$ cat config.mk
export PLATFORM = sky130hd
export DESIGN_NAME = cache_l2_control
export DESIGN_NICKNAME = d
export VERILOG_FILES = /design/src/rtl/cache_l2_control.sv
export SDC_FILE = /design/constraint.sdc
export NUM_CORES = 1
export LEC_CHECK = 0
export CORE_UTILIZATION = 53
export DETAILED_ROUTE_END_ITERATION = 8
export GPL_TIMING_DRIVEN = 1
export PLACE_DENSITY = 0.82
export RECOVER_POWER = 100
export SLEW_MARGIN = 20
export SYNTH_ARGS = -nofsm -noshare
export SYNTH_HDL_FRONTEND = slang
export SYNTH_SLANG_ARGS = --single-unit
$ cat constraint.sdc
create_clock -name clk -period 3 [get_ports clk]
set_input_delay 0.3 -clock clk [delete_from_list [all_inputs] [get_ports clk]]
set_output_delay 0.3 -clock clk [all_outputs]
set_load 0.02 [all_outputs]
$ cat src/rtl/cache_l2_control.sv
// L2 cache controller: sequences tag check, dirty-victim writeback, line fetch and fill,
// and keeps saturating hit/miss/writeback performance counters.
module cache_l2_control #(
  parameter int unsigned CNT_WIDTH = 16
) (
  input  logic                 clk,
  input  logic                 rst,

  // Upstream request interface
  input  logic                 mem_read,
  input  logic                 mem_write,
  output logic                 mem_resp,

  // Datapath status
  input  logic                 hit,
  input  logic                 eviction,

  // Physical memory interface
  input  logic                 pmem_resp,
  output logic                 pmem_read,
  output logic                 pmem_write,

  // Datapath enables and mux selects
  output logic                 array_read,
  output logic                 array_load,
  output logic                 lru_load,
  output logic                 pmdr_load,
  output logic                 dirty_load,
  output logic                 datawritemux_sel,
  output logic                 adaptermux_sel,
  output logic                 pmemaddrmux_sel,

  // Performance counters
  output logic [CNT_WIDTH-1:0] hit_count,
  output logic [CNT_WIDTH-1:0] miss_count,
  output logic [CNT_WIDTH-1:0] wb_count
);

  typedef enum logic [2:0] {
    StIdle,
    StCheck,
    StWriteback,
    StFetch,
    StFill
  } state_e;

  localparam logic [CNT_WIDTH-1:0] CntOne = CNT_WIDTH'(1);
  localparam logic [CNT_WIDTH-1:0] CntMax = '1;

  state_e               state_q, state_d;
  // Set while the CHECK being visited is the re-check that follows a FILL.
  logic                 refill_q, refill_d;
  logic [CNT_WIDTH-1:0] hit_cnt_q, hit_cnt_d;
  logic [CNT_WIDTH-1:0] miss_cnt_q, miss_cnt_d;
  logic [CNT_WIDTH-1:0] wb_cnt_q, wb_cnt_d;

  logic is_write;
  logic hit_evt;
  logic miss_evt;
  logic wb_evt;

  // Simultaneous read and write strobes are serviced as a write.
  assign is_write = mem_write;

  // Next state and per-state outputs
  always_comb begin
    state_d          = state_q;
    refill_d         = refill_q;
    hit_evt          = 1'b0;
    miss_evt         = 1'b0;
    wb_evt           = 1'b0;
    mem_resp         = 1'b0;
    pmem_read        = 1'b0;
    pmem_write       = 1'b0;
    array_read       = 1'b0;
    array_load       = 1'b0;
    lru_load         = 1'b0;
    pmdr_load        = 1'b0;
    dirty_load       = 1'b0;
    datawritemux_sel = 1'b0;
    adaptermux_sel   = 1'b0;
    pmemaddrmux_sel  = 1'b0;

    case (state_q)
      StIdle: begin
        array_read = 1'b1;
        refill_d   = 1'b0;
        if (mem_read || mem_write) begin
          state_d = StCheck;
        end
      end

      StCheck: begin
        refill_d = 1'b0;
        if (hit) begin
          array_read = 1'b1;
          lru_load   = 1'b1;
          mem_resp   = 1'b1;
          if (is_write) begin
            array_load       = 1'b1;
            datawritemux_sel = 1'b1;
            dirty_load       = 1'b1;
          end
          hit_evt = ~refill_q;
          state_d = StIdle;
        end else begin
          miss_evt = 1'b1;
          if (eviction) begin
            state_d = StWriteback;
          end else if (is_write) begin
            // A write miss replaces the whole line, so nothing is fetched.
            state_d = StFill;
          end else begin
            state_d = StFetch;
          end
        end
      end

      StWriteback: begin
        pmem_write      = 1'b1;
        pmemaddrmux_sel = 1'b1;
        if (pmem_resp) begin
          wb_evt  = 1'b1;
          state_d = is_write ? StFill : StFetch;
        end
      end

      StFetch: begin
        pmem_read = 1'b1;
        pmdr_load = pmem_resp;
        if (pmem_resp) begin
          state_d = StFill;
        end
      end

      StFill: begin
        array_load       = 1'b1;
        dirty_load       = 1'b1;
        datawritemux_sel = is_write;
        refill_d         = 1'b1;
        state_d          = StCheck;
      end

      default: begin
        state_d  = StIdle;
        refill_d = 1'b0;
      end
    endcase
  end

  // Saturating performance counters
  always_comb begin
    hit_cnt_d  = hit_cnt_q;
    miss_cnt_d = miss_cnt_q;
    wb_cnt_d   = wb_cnt_q;
    if (hit_evt && (hit_cnt_q != CntMax)) begin
      hit_cnt_d = hit_cnt_q + CntOne;
    end
    if (miss_evt && (miss_cnt_q != CntMax)) begin
      miss_cnt_d = miss_cnt_q + CntOne;
    end
    if (wb_evt && (wb_cnt_q != CntMax)) begin
      wb_cnt_d = wb_cnt_q + CntOne;
    end
  end

  always_ff @(posedge clk) begin
    if (rst) begin
      state_q    <= StIdle;
      refill_q   <= 1'b0;
      hit_cnt_q  <= '0;
      miss_cnt_q <= '0;
      wb_cnt_q   <= '0;
    end else begin
      state_q    <= state_d;
      refill_q   <= refill_d;
      hit_cnt_q  <= hit_cnt_d;
      miss_cnt_q <= miss_cnt_d;
      wb_cnt_q   <= wb_cnt_d;
    end
  end

  assign hit_count  = hit_cnt_q;
  assign miss_count = miss_cnt_q;
  assign wb_count   = wb_cnt_q;

endmodule
==> results by group <==
Status
  • Status: finished, final reports clean

Yosys
  • Synthesized cell area: 2660 µm²
  • Seq/Total Area, Yosys: 39.13%
  • Number of synthesized flops with an enable pin: 0
  • Syn_area_per_cell: 8.235 µm²
  • Most common cell in the synthesized netlist: dfxtp_1
  • Commonest register cell after synthesis: dfxtp_1
  • Post-Syn Nets: 333
  • Seq cells post-synth: 52
  • Yosys top cell area share: 39.13%
  • Largest cells by area after synthesis: dfxtp_1, xnor2_1, nor2_1, nand4_1, nor3_1
  • Cell taking the most area after synthesis: dfxtp_1
  • Yosys cell types: 48
  • Cell count after synthesis: 323
  • Commonest cells in the netlist: dfxtp_1, nor2_1, xnor2_1
  • Yosys warning count: 0
  • Ys async rst share: 0%

Route
  • Routed Antenna Nets: 0
  • WL final: 5.858 mm
  • DR vias/cell: 5.597
  • Via Count: 2485
  • Initial drt markers: 150
  • Routed length per instance: 13.19 µm
  • DR DRC count: 0
  • Pre-Repair DR Iteration Count: 4

STA
  • Clock Skews: 5.577 ps
  • Tmin final: 2317 ps
  • Relative slew slack: 49.11%
  • Fmax: 0.4316 GHz
  • Worst-Margin Slew: 757.0 ps
  • Setup TNS Final: 0 ps
  • Hold_ws: 495.9 ps
  • Unrepaired setup endpoints after global routing: false
  • Fin. Hold Viols: 0
  • Final Setup Violations: 0
  • Final count of pins violating max slew: 0
  • Tcrit/Tclk final: 77.23%

Job
  • Number of max-cap violations: 0

Clocking
  • Post-CTS Setup Bufs: 0
  • CTS root buffer: clkbuf_8
  • Clk Latency, worst-skew pair: 310 ps
  • H-tree levels: 2
  • CTS Buffer Depth: 2
  • CTS tree: built
  • Post_cts resized: 0
  • CTS sink count: 52
  • Cts bufs inserted: 5
  • Hold Buf Count CTS: 0
  • Clock slew at reported path FFs: 90 ps

Cells and area
  • Register Area: 1041 µm²
  • Net count, final: 386
  • Area occupied by multi-input gates: 1500 µm²
  • Final Core Density: 70.64%
  • N_diodes: 0
  • Layout area overhead: 27.09%
  • Fill count: 405
  • Share of layout cells above drive strength 1: 3.448%

Global routing
  • Vias in the first global route: 2113
  • Global-route wire length before repair: 9.887 mm
  • Largest net degree at the start of global routing: 38
  • Gr usage total: 23.62%
  • Initial antenna violation count: 0
  • Total grt overflow: 0

Critical path
  • Setup Crit Path Kind: flop to flop
  • Reg2reg start: state_q[0]$_SDFFE_PP0P_
  • Crit end category: flop
  • Worst path max stage delay: 670 ps
  • R2r setup slk: 680 ps
  • Crit-path slowest cell: or4b_1
  • Worst Path Arrival: 2500 ps
  • Worst Setup EP: miss_count[14]$_SDFFE_PP0P_
  • CP max FO: 15
  • Req. time, crit path: 3190 ps
  • Worst-path cell chain: or4b_1 -> or2_0 -> nor4b_1 -> xnor2_1 -> nor2_1
  • Path depth of the worst reg2reg path: 5
  • Crit path from: state_q[0]$_SDFFE_PP0P_
  • Startpoint types: flop
  • Reg2reg end: miss_count[14]$_SDFFE_PP0P_

Floorplan
  • Die W: 72.85 µm
  • Core region area: 4786 µm²
  • Num rows: 25
  • # IOs: 66
  • Die Y: 72.85 µm
  • Full die area: 5306 µm²
  • Initial Util: 55.58%

Pwr
  • Total power: 1239 µW
  • P_leak: 0.001289 µW
  • PwrDens: 366.5 nW/µm²
  • Worst vdd ir: 0.2657 mV

Placement
  • Placer congestion estimate: 0.8236
  • IO Port Bufs: 64
  • Final HPWL DP: 4.193 mm

Worst hold path
  • Worst min path class: primary input to flop
[flip-flops by register name (all words and copies together), names as in the netlist]
signal and flops:
miss_count 16, wb_count 16, state_q 3, refill_q 1
hit_count 16
[per-layer routing]
metal | wire length, µm | vias up | global-route usage, %
li1 | - | 1251 | -
met1 | 2894 | 1165 | 33.45
met2 | 2611 | 62 | 35.62
met3 | 250 | 7 | 3.729
met4 | 101 | 0 | 10.02
met5 | 0 | - | 0
[kinds of logic after synthesis]
| group | after synthesis | synth area share [%] |
|---|---|---|
| simple gates | 167 | 33.73 |
| flops | 52 | 39.13 |
| other cells | 1 | 0.1410 |
| xor+xnor | 32 | 10.54 |
| mux | 4 | 1.505 |
| compound gates | 39 | 9.408 |
| fa+ha+maj | 3 | 1.411 |
| buf+inv | 25 | 4.139 |
[cell type report]
cell class / instances / share of cell area (%)
clock buffers: 8 / 2.665
inverters: 5 / 0.5551
repair buffers: 66 / 19.13
well taps: 67 / 2.480
multi-input cells: 246 / 44.37
flip-flops and latches: 52 / 30.79
[cells in the final DEF, fill, tap and decap left out, types with 2 or more instances in the layout]
| master | n |
|---|---|
| nand4_1 | 16 |
| dfxtp_1 | 52 |
| a21oi_1 | 12 |
| clkbuf_1 | 3 |
| and3_1 | 8 |
| and4_1 | 5 |
| nor2b_1 | 3 |
| or2_2 | 3 |
| a211oi_1 | 5 |
| nor4_1 | 7 |
| and2_1 | 3 |
| clkbuf_8 | 6 |
| nor4b_1 | 3 |
| nor3b_1 | 2 |
| xor2_1 | 5 |
| nand3_1 | 9 |
| nor2_1 | 49 |
| mux2i_1 | 4 |
| ha_1 | 3 |
| and4bb_1 | 2 |
| xnor2_1 | 27 |
| or3_1 | 4 |
| clkdlybuf4s50_1 | 5 |
| o21ai_0 | 10 |
| nand2b_1 | 6 |
| nand3b_1 | 3 |
| nand2_1 | 21 |
| inv_1 | 5 |
| a32oi_1 | 2 |
| dlygate4sd3_1 | 58 |
| nor3_1 | 18 |
[critical path, delay by kind of cell, from the launching register on]
kind | cells | cell delay [ps]
simple gates | 4 | 1490
flops | 1 | 540
xor+xnor | 1 | 170
[report_power, final]
group,internal [µW],total [µW],switching [µW]
Clock,189,413,224
Combinational,50.5,113,62.6
Sequential,698,713,15.5
Total,937,1240,302
[metrics by stage]
| stage | setup WS (ps) | area [µm²] | std cells |
|---|---|---|---|
| floorplan | 1082 | 2660 | 323 |
| global placement | 617.3 | 3303 | 436 |
| detailed placement | 554.5 | 3303 | 436 |
| CTS | 728.5 | 3393 | 444 |
| global route | 545.7 | 3381 | 444 |
| finish | 683.0 | 3381 | 444 |
[how the worst min path moves through the flow]
stage | slack, ps | to | from | cells after the start
2_1_floorplan | 510 | state_q[1]$_SDFFE_PP0P_ | pmem_resp | 3
3_3_place_gp | 510 | hit_count[5]$_SDFFE_PP0P_ | hit_count[5]$_SDFFE_PP0P_ | 2
3_5_place_dp | 510 | wb_count[1]$_SDFFE_PP0P_ | wb_count[1]$_SDFFE_PP0P_ | 2
4_1_cts | 490 | miss_count[0]$_SDFFE_PP0P_ | rst | 2
5_1_grt | 520 | wb_count[3]$_SDFFE_PP0P_ | rst | 2
6_report | 500 | wb_count[15]$_SDFFE_PP0P_ | rst | 2
Note: power is estimated with default switching activity, not from simulation.
